==> config.mk <==
export PLATFORM = sky130hd
export DESIGN_NAME = uart_rx_flat
export DESIGN_NICKNAME = d
export VERILOG_FILES = /design/src/rtl/uart_rx_if.sv /design/src/rtl/uart_rx.sv /design/src/flat_wrapper.sv
export SDC_FILE = /design/constraint.sdc
export NUM_CORES = 1
export LEC_CHECK = 0
export CORE_MARGIN = 8
export CORE_UTILIZATION = 52
export CTS_BUF_LIST = sky130_fd_sc_hd__clkbuf_4 sky130_fd_sc_hd__clkbuf_8
export CTS_CLUSTER_DIAMETER = 60
export CTS_CLUSTER_SIZE = 14
export DETAILED_ROUTE_END_ITERATION = 8
export HOLD_SLACK_MARGIN = 0.1
export PLACE_DENSITY_LB_ADDON = 0.1
export SYNTH_ARGS = -nofsm -noshare
export SYNTH_HDL_FRONTEND = slang
export SYNTH_SLANG_ARGS = --single-unit
==> constraint.sdc <==
create_clock -name clk -period 1.7 [get_ports clk]
set_clock_uncertainty 0.15 [all_clocks]
set_input_delay 0.34 -clock clk [delete_from_list [all_inputs] [get_ports clk]]
set_output_delay 0.34 -clock clk [all_outputs]
set_load 0.005 [all_outputs]
==> src/rtl/uart_rx_if.sv <==
// ============================================================================
//  Module      : uart_rx_if
//  Description : Line-side and bus-side signal bundle of the UART receiver.
//  Revision    : 1.0 - initial release
// ============================================================================
`timescale 1ns/1ps
`default_nettype none

interface uart_rx_if;
   logic       sample_tick;
   logic       en;
   logic       chk_en;
   logic       rxd;
   logic [7:0] dat;
   logic       dat_valid;
   logic       parity_err;
   logic       frame_err;
   logic       busy;
   logic       rint;

   // The receiver itself
   modport slave (
      input  sample_tick,
      input  en,
      input  chk_en,
      input  rxd,
      output dat,
      output dat_valid,
      output parity_err,
      output frame_err,
      output busy,
      output rint
   );

   // Whoever drives the line/controls and consumes received bytes
   modport master (
      output sample_tick,
      output en,
      output chk_en,
      output rxd,
      input  dat,
      input  dat_valid,
      input  parity_err,
      input  frame_err,
      input  busy,
      input  rint
   );
endinterface

`default_nettype wire

==> src/rtl/uart_rx.sv <==
// ============================================================================
//  Module      : uart_rx
//  Description : Oversampling UART receiver, 8 data bits, optional odd parity,
//                one stop bit. Define UART_RX_MAJORITY_EN for 2-of-3 voting.
//  Revision    : 1.0 - initial release
// ============================================================================
`timescale 1ns/1ps
`default_nettype none

module uart_rx #(
   parameter int OVS = 16,
   parameter int CW  = 4
) (
   input  wire logic clk,
   input  wire logic rst,
   uart_rx_if.slave  bus
);

   generate
      if (OVS < 4 || OVS > 16 || (OVS % 2) != 0 || (2 ** CW) < OVS) begin : g_bad_param
         $error("uart_rx: OVS must be even in 4..16 and fit in CW bits");
      end
   endgenerate

   typedef enum logic [2:0] {
      S_IDLE   = 3'd0,
      S_START  = 3'd1,
      S_DATA   = 3'd2,
      S_PARITY = 3'd3,
      S_STOP   = 3'd4
   } state_t;

   state_t          r_state;
   state_t          w_state_nxt;
   logic [CW-1:0]   r_cnt;
   logic [CW-1:0]   w_cnt_nxt;
   logic [2:0]      r_bit;
   logic [2:0]      w_bit_nxt;
   logic [7:0]      r_shreg;
   logic [7:0]      w_shreg_nxt;
   logic            r_par;
   logic            w_par_nxt;
   logic            r_armed;
   logic            w_armed_nxt;
   logic            r_chk_l;
   logic            w_chk_l_nxt;
   logic [7:0]      r_dat;
   logic [7:0]      w_dat_nxt;
   logic            r_dv;
   logic            w_dv_nxt;
   logic            r_pe;
   logic            w_pe_nxt;
   logic            r_fe;
   logic            w_fe_nxt;
   logic [1:0]      r_sync;
   logic            w_rxd_s;
   logic            w_samp;

   assign w_rxd_s = r_sync[1];

   always_ff @(posedge clk or posedge rst) begin
      if (rst) begin
         r_sync <= 2'b11;
      end else begin
         r_sync <= {r_sync[0], bus.rxd};
      end
   end

`ifdef UART_RX_MAJORITY_EN
   // Voting window is P-1..P+1 with the decision at P+1. Delaying the START
   // decision by one tick shifts every later window by one, so the bit
   // decision stays at OVS-1 and bit spacing stays exactly OVS ticks.
   localparam logic [CW-1:0] c_start_dec = CW'(OVS / 2);
   localparam logic [CW-1:0] c_bit_dec   = CW'(OVS - 1);

   logic [1:0] r_hist;

   always_ff @(posedge clk or posedge rst) begin
      if (rst) begin
         r_hist <= 2'b11;
      end else if (bus.sample_tick) begin
         r_hist <= {r_hist[0], w_rxd_s};
      end
   end

   assign w_samp = (r_hist[1] & r_hist[0]) | (r_hist[1] & w_rxd_s) | (r_hist[0] & w_rxd_s);
`else
   localparam logic [CW-1:0] c_start_dec = CW'(OVS / 2 - 1);
   localparam logic [CW-1:0] c_bit_dec   = CW'(OVS - 1);

   assign w_samp = w_rxd_s;
`endif

   always_ff @(posedge clk or posedge rst) begin
      if (rst) begin
         r_state <= S_IDLE;
         r_cnt   <= '0;
         r_bit   <= '0;
         r_shreg <= '0;
         r_par   <= 1'b0;
         r_armed <= 1'b0;
         r_chk_l <= 1'b0;
         r_dat   <= '0;
         r_dv    <= 1'b0;
         r_pe    <= 1'b0;
         r_fe    <= 1'b0;
      end else begin
         r_state <= w_state_nxt;
         r_cnt   <= w_cnt_nxt;
         r_bit   <= w_bit_nxt;
         r_shreg <= w_shreg_nxt;
         r_par   <= w_par_nxt;
         r_armed <= w_armed_nxt;
         r_chk_l <= w_chk_l_nxt;
         r_dat   <= w_dat_nxt;
         r_dv    <= w_dv_nxt;
         r_pe    <= w_pe_nxt;
         r_fe    <= w_fe_nxt;
      end
   end

   always_comb begin
      w_state_nxt = r_state;
      w_cnt_nxt   = r_cnt;
      w_bit_nxt   = r_bit;
      w_shreg_nxt = r_shreg;
      w_par_nxt   = r_par;
      w_armed_nxt = r_armed;
      w_chk_l_nxt = r_chk_l;
      w_dat_nxt   = r_dat;
      w_dv_nxt    = 1'b0;
      w_pe_nxt    = r_pe;
      w_fe_nxt    = r_fe;

      if (r_state != S_IDLE && !bus.en) begin
         // Abort ignores the tick; armed is dropped so a fresh idle-high is needed
         w_state_nxt = S_IDLE;
         w_cnt_nxt   = '0;
         w_armed_nxt = 1'b0;
      end else if (bus.sample_tick) begin
         case (r_state)
            S_IDLE: begin
               if (w_rxd_s) begin
                  w_armed_nxt = 1'b1;
               end
               if (bus.en && r_armed && !w_rxd_s) begin
                  w_state_nxt = S_START;
                  w_cnt_nxt   = '0;
                  w_chk_l_nxt = bus.chk_en;
               end
            end
            S_START: begin
               if (r_cnt == c_start_dec) begin
                  w_cnt_nxt = '0;
                  w_bit_nxt = '0;
                  w_state_nxt = w_samp ? S_IDLE : S_DATA;
               end else begin
                  w_cnt_nxt = r_cnt + CW'(1);
               end
            end
            S_DATA: begin
               if (r_cnt == c_bit_dec) begin
                  w_cnt_nxt   = '0;
                  w_shreg_nxt = {w_samp, r_shreg[7:1]};
                  w_bit_nxt   = r_bit + 3'd1;
                  if (r_bit == 3'd7) begin
                     w_state_nxt = r_chk_l ? S_PARITY : S_STOP;
                  end
               end else begin
                  w_cnt_nxt = r_cnt + CW'(1);
               end
            end
            S_PARITY: begin
               if (r_cnt == c_bit_dec) begin
                  w_cnt_nxt   = '0;
                  w_par_nxt   = w_samp;
                  w_state_nxt = S_STOP;
               end else begin
                  w_cnt_nxt = r_cnt + CW'(1);
               end
            end
            S_STOP: begin
               if (r_cnt == c_bit_dec) begin
                  w_cnt_nxt   = '0;
                  w_dat_nxt   = r_shreg;
                  w_dv_nxt    = 1'b1;
                  w_fe_nxt    = ~w_samp;
                  w_pe_nxt    = r_chk_l & ~(^{r_par, r_shreg});
                  w_armed_nxt = w_samp;
                  w_state_nxt = S_IDLE;
               end else begin
                  w_cnt_nxt = r_cnt + CW'(1);
               end
            end
            default: begin
               w_state_nxt = S_IDLE;
               w_cnt_nxt   = '0;
            end
         endcase
      end
   end

   assign bus.dat        = r_dat;
   assign bus.dat_valid  = r_dv;
   assign bus.rint       = r_dv;
   assign bus.parity_err = r_pe;
   assign bus.frame_err  = r_fe;
   assign bus.busy       = (r_state != S_IDLE);

endmodule

`default_nettype wire

==> src/flat_wrapper.sv <==
// flat-port wrapper written by rule: the top's interface ports become plain ports
module uart_rx_flat 
#(
   parameter int OVS = 16,
   parameter int CW  = 4
)
  (clk, rst, bus_sample_tick, bus_en, bus_chk_en, bus_rxd, bus_dat, bus_dat_valid, bus_parity_err, bus_frame_err, bus_busy, bus_rint);
  uart_rx_if bus_i ();
  input  wire logic clk;
  input  wire logic rst;
  input wire logic [$bits(bus_i.sample_tick)-1:0] bus_sample_tick;
  input wire logic [$bits(bus_i.en)-1:0] bus_en;
  input wire logic [$bits(bus_i.chk_en)-1:0] bus_chk_en;
  input wire logic [$bits(bus_i.rxd)-1:0] bus_rxd;
  output wire logic [$bits(bus_i.dat)-1:0] bus_dat;
  output wire logic [$bits(bus_i.dat_valid)-1:0] bus_dat_valid;
  output wire logic [$bits(bus_i.parity_err)-1:0] bus_parity_err;
  output wire logic [$bits(bus_i.frame_err)-1:0] bus_frame_err;
  output wire logic [$bits(bus_i.busy)-1:0] bus_busy;
  output wire logic [$bits(bus_i.rint)-1:0] bus_rint;
  assign bus_i.sample_tick = bus_sample_tick;
  assign bus_i.en = bus_en;
  assign bus_i.chk_en = bus_chk_en;
  assign bus_i.rxd = bus_rxd;
  assign bus_dat = bus_i.dat;
  assign bus_dat_valid = bus_i.dat_valid;
  assign bus_parity_err = bus_i.parity_err;
  assign bus_frame_err = bus_i.frame_err;
  assign bus_busy = bus_i.busy;
  assign bus_rint = bus_i.rint;
  uart_rx #(.OVS(OVS), .CW(CW)) u_core (.clk(clk), .rst(rst), .bus(bus_i));
endmodule
### Yosys cells after proc, flatten, opt, wreduce, memory -nomap -nowiden

Cells that the tools add are included.

| operators by class | value |
|---|---|
| add/subtract/negate cells | 2 |
| eq/ne operators | 16 |
| mux-type cells | 29 |
| bitwise logic cells | 4 |
| reductions and logical operators | 20 |

Operators with widths:

| kind | count |
|---|---|
| $mux W3 | 11 |
| $ne A3 B1 Y1 const B | 7 |
| $mux W4 | 5 |
| $reduce_and A4 Y1 | 5 |
| $pmux W3 S5 | 1 |
| $pmux W4 S3 | 1 |
| $reduce_xor A9 Y1 | 1 |
| $mux W1 | 8 |
| $reduce_and A7 Y1 | 1 |
| $eq A3 B2 Y1 const B | 2 |
| $eq A3 B3 Y1 const B | 2 |
| $pmux W3 S2 | 1 |
| $reduce_bool A3 Y1 | 2 |
| $reduce_and A5 Y1 | 1 |
| $add A4 B1 Y4 const B | 1 |
| $eq A4 B3 Y1 const B | 1 |
| $eq A4 B4 Y1 const B | 1 |
| $ne A2 B1 Y1 const B | 2 |
| $reduce_bool A2 Y1 | 2 |
| $add A3 B1 Y3 const B | 1 |
| $eq A3 B1 Y1 const B | 1 |
| $logic_and A1 B1 Y1 | 3 |
| $logic_not A3 Y1 | 1 |
| $not A1 Y1 | 3 |
| 6 further kinds | 7 |

| word-level totals | value |
|---|---|
| register bits | 34 |
| output and inout port bits | 13 |

### Logic depth before layout (Yosys ltp)

| logic depth | value |
|---|---|
| word-level depth | 6 |
| mapped depth | 6 |
| gate-level depth less buffers | 6 |

### Least setup slack after synthesis

OpenSTA, ideal clock, no wires.

| path | value |
|---|---|
| path type | register to register |
| start point | reg u_core.r_cnt[0] |
| end point | reg u_core.r_shreg[0] |
| arrival time | 1.442 ns |
| slack | -0.020 ns |
| stages on the path, launching flop included | 7 |
| path buffers | 1 |
| cells stage by stage | dfrtp_1 > ha_1 > nand2_1 > nor3_2 > and3_1 > buf_4 > mux2_1 |

| between the ends | value |
|---|---|
| longest elaborated chain between the ends | 2 |

RTL lines:

| item | line | source |
|---|---|---|
| from (decl) | uart_rx.sv:35 | `logic [CW-1:0] r_cnt;` |
| from (signal assigned) | uart_rx.sv:109 | `r_cnt <= w_cnt_nxt;` |
| $eq A4 B4 Y1 | uart_rx.sv:162 | `if (r_cnt == c_bit_dec) begin` |
| $reduce_and A4 Y1 (no source line) | - |  |
| to (signal assigned) | uart_rx.sv:111 | `r_shreg <= w_shreg_nxt;` |
| to (decl) | uart_rx.sv:39 | `logic [7:0] r_shreg;` |

Every way passes these cells.
A chain may end at the register's enable or synchronous reset.

### Final worst setup path

| path | value |
|---|---|
| start point | in bus_en |
| end point | reg u_core.r_shreg[3] |

| between the ends | value |
|---|---|
| longest elaborated chain between the ends | 4 |

RTL lines:

| item | line | source |
|---|---|---|
| from (decl) | flat_wrapper.sv:12 | `input wire logic [$bits(bus_i.en)-1:0] bus_en;` |
| $logic_not A1 Y1 | uart_rx.sv:135 | `if (r_state != S_IDLE && !bus.en) begin` |
| $logic_and A1 B1 Y1 | uart_rx.sv:135 |  |
| $not A1 Y1 (no source line) | - |  |
| $reduce_and A4 Y1 (no source line) | - |  |

Every way passes these cells.

==> summary.md <==
| Metric | Value |
|---|---|
| Critical path arrival | 1820 ps |
| Slew HR | 0.752 |
| Yosys warnings | 0 |
| Cell taking the most area after synthesis | dfrtp_1 |
| Vias | 1354 |
| Status | complete, but fails checks |
| Post-route setup TNS | -254 ps |
| CP Max Fanout | 8 |
| Post-synthesis xor/xnor area fraction | 0.0466 |
| Largest family of logic cells by synthesized area | multiplexers |
| Reg2reg start | u_core.r_cnt[0] |
| Initial antenna violation count | 0 |
| EDFF count, synth | 0 |
| Die Wd | 74.8 microns |
| Die area | 5600 sq um |
| Antenna diodes | 0 |
| Final RePlAce weighted congestion | 0.848 |
| GRT Resource Usage Total | 0.156 |
| Wire length per cell | 16.1 microns |
| H-tree depth | 2 |
| Clock-pin slew on the worst setup and hold paths | 110 ps |
| Dpl hpwl | 2690 microns |
| IO Port Bufs | 18 |
| Unrepaired setup endpoints after global routing | true |
| CTS Buf Count | 5 |
| Final #Nets | 217 |
| Critical Path RT | 1780 ps |
| Period Utilization, post-route | 1.02 |
| # clock sinks | 34 |
| IO Pins | 19 |
| DRT Pass-1 Iters | 4 |
| Placed insts | 237 |
| Cell area after synthesis | 1800 sq um |
| Most frequent cells in the layout | 30 x buf_4, 29 x dfrtp_1, 12 x mux2_4, 11 x inv_1, 11 x nand2_1 |
| #FFs+latches synth | 34 |
| Site row count | 21 |
| Setup crit end kind | flip-flop |
| Worst slack at placement | -439 ps |
| Failing checks | setup timing |
| CTS tree | yes |
| Core area | 3340 sq um |
| Worst r2r dst | u_core.r_shreg[3] |
| Max-slew violations | 0 |
| Fmax | 0.575 GHz |
| Root buf cell | clkbuf_4 |
| Mux contribution to synthesized area | 0.151 |
| Worst vdd ir | 0.761 mV |
| Worst-Skew Late Latency | 340 ps |
| Drt total wl | 4090 microns |
| Leading cell type in the layout, fill and taps excluded | buf_4 |
| Die height | 74.8 microns |
| Min-Delay Path Class | in -> async |
| Vias per inst | 5.33 |
| MaxCap Viol Count | 0 |
| Worst Setup SP | bus_en |
| DR DRC count | 0 |
| Critical setup path kind | in -> reg |
| PD cells | 1110 nW/um^2 |
| Yosys cell types | 49 |
| Worst r2r path cells | 5 |
| Hold Violations, Final | 0 |
| Synth Area in Compound Gates | 0.105 |
| Worst-case clock buffer depth | 2 |
| Fin crit period | 1740 ps |
| CP Launch Type | primary input |
| Synth Net Count | 164 |
| Final WS setup | -37.6 ps |
| Initial DRC count | 104 |
| Static Leak | 1.31 nW |
| Total power | 0.00276 W |
| Final setup violation count | 15 |
| Post-route ant nets | 0 |
| Simple-gate portion of the synthesized area | 0.140 |
| Post-CTS Hold Buffers | 0 |
| Utilization after layout | 0.749 |
| Adder-cell share of the synthesized area | 0.0208 |
| Main synth FF type | dfrtp_1 |
| Vias in the first global route | 1368 |
| R2r setup slk | -30 ps |
| Worst-margin pin slew | 371 ps |
| First-pass GRT wire length | 6600 microns |
| Initial Utilization | 0.540 |
| Yosys top cell area share | 0.445 |
| Fraction of registers with async set/reset | 1.00 |
| Top cells by area, synth | dfrtp_1 44%, mux2_1 6.3%, mux2_4 4.2% |
| Area Overhead vs Synth | 38.8% |
| Sequential-to-total area share from yosys stat | 0.474 |
| GRT Residual Overflow | 0 |
| Largest net degree at the start of global routing | 20 |
| Syn Inst Count | 155 |
| Avg Inst Size Synth | 11.6 sq um |
| Non-filler cells, final | 254 |
| Layout cells sized above 1 | 0.428 |
-- registers in the layout, indices dropped and copies added, names as in the netlist --
name	count
u_core.r_bit	3
u_core.r_cnt	4
u_core.r_chk_l	1
u_core.r_sync	2
u_core.r_armed	1
u_core.bus.dat_valid	1
u_core.bus.parity_err	1
u_core.r_shreg	8
u_core.r_state	3
u_core.bus.dat	8
u_core.r_par	1
u_core.bus.frame_err	1
-- report_power, final --
part	internal, W	switching, W
logic	0.000576	0.000571
clock network	0.000342	0.000276
registers	0.000896	0.000102
total	0.00181	0.000948
-- final cells by class --
class,instances,area [sq um]
Tap cell,46,57.6
Fill cell,231,838
Inverter,12,45.0
Clock buffer,6,51.3
Clock inverter,1,30.0
Multi-Input combinational cell,101,965
Timing Repair Buffer,54,493
Sequential cell,34,857
-- logic make-up after synthesis --
logic type                 after synthesis
and+or+nand+nor                         41
DFF                                     34
AOI/OAI and AO/OA                       26
muxes                                   23
buffers and inverters                   20
xor gates and xnor gates                 8
adders and majority gates                3
-- synth_stat cells, types with 2 or more instances --
| cell type | number |
|---|---|
| inv_1 | 11 |
| buf_6 | 3 |
| o21ai_0 | 6 |
| nor3_1 | 2 |
| buf_4 | 3 |
| ha_1 | 3 |
| dfrtp_1 | 32 |
| a211oi_2 | 2 |
| a21oi_1 | 6 |
| mux2_2 | 4 |
| xnor2_1 | 6 |
| buf_2 | 2 |
| mux2_4 | 5 |
| and2_1 | 2 |
| nand2_1 | 13 |
| dfstp_2 | 2 |
| nor2b_1 | 7 |
| and3_1 | 2 |
| mux2i_1 | 4 |
| nand3_1 | 2 |
| mux2_1 | 10 |
-- metrics by stage --
stage               cell area (sq um)  hold WS [ps]
floorplan                        1800           194
global placement                 2210           196
detailed placement               2210           198
CTS                              2400           114
global route                     2500           131
finish                           2500           101
-- what timing repair did --
action                     4_1_cts  5_1_grt
pin swaps                        5       10
setup endpoints to repair       30       32
buffers inserted                 7        4
gates resized for setup         32       23
-- worst max-delay path by stage --
stage                     slack (ps)           endpoint
after CTS                        -50           bus_busy
after detailed placement        -440  u_core.r_shreg[0]
after global routing             -80  u_core.r_shreg[3]
after floorplan                    6  u_core.r_shreg[0]
after global placement          -390  u_core.r_shreg[0]
final                            -40  u_core.r_shreg[3]
-- worst max-delay path, stage by stage --
cell	delay (ps)
clkdlybuf4s50_1	510
nand2_2	100
nor3_4	220
and3_4	310
mux2_1	330
-- metal layers --
metal | track usage | vias to the layer above | part of all wire | wire length, microns
met3 | 0.0559 | 6 | 0.062 | 255
met1 | 0.194 | 654 | 0.45 | 1840
met5 | 0 | - | 0 | 0
met4 | 0.0543 | 0 | 0.013 | 53
met2 | 0.243 | 43 | 0.47 | 1940
li1 | - | 651 | - | -
Power figures use the tool's default switching activity.
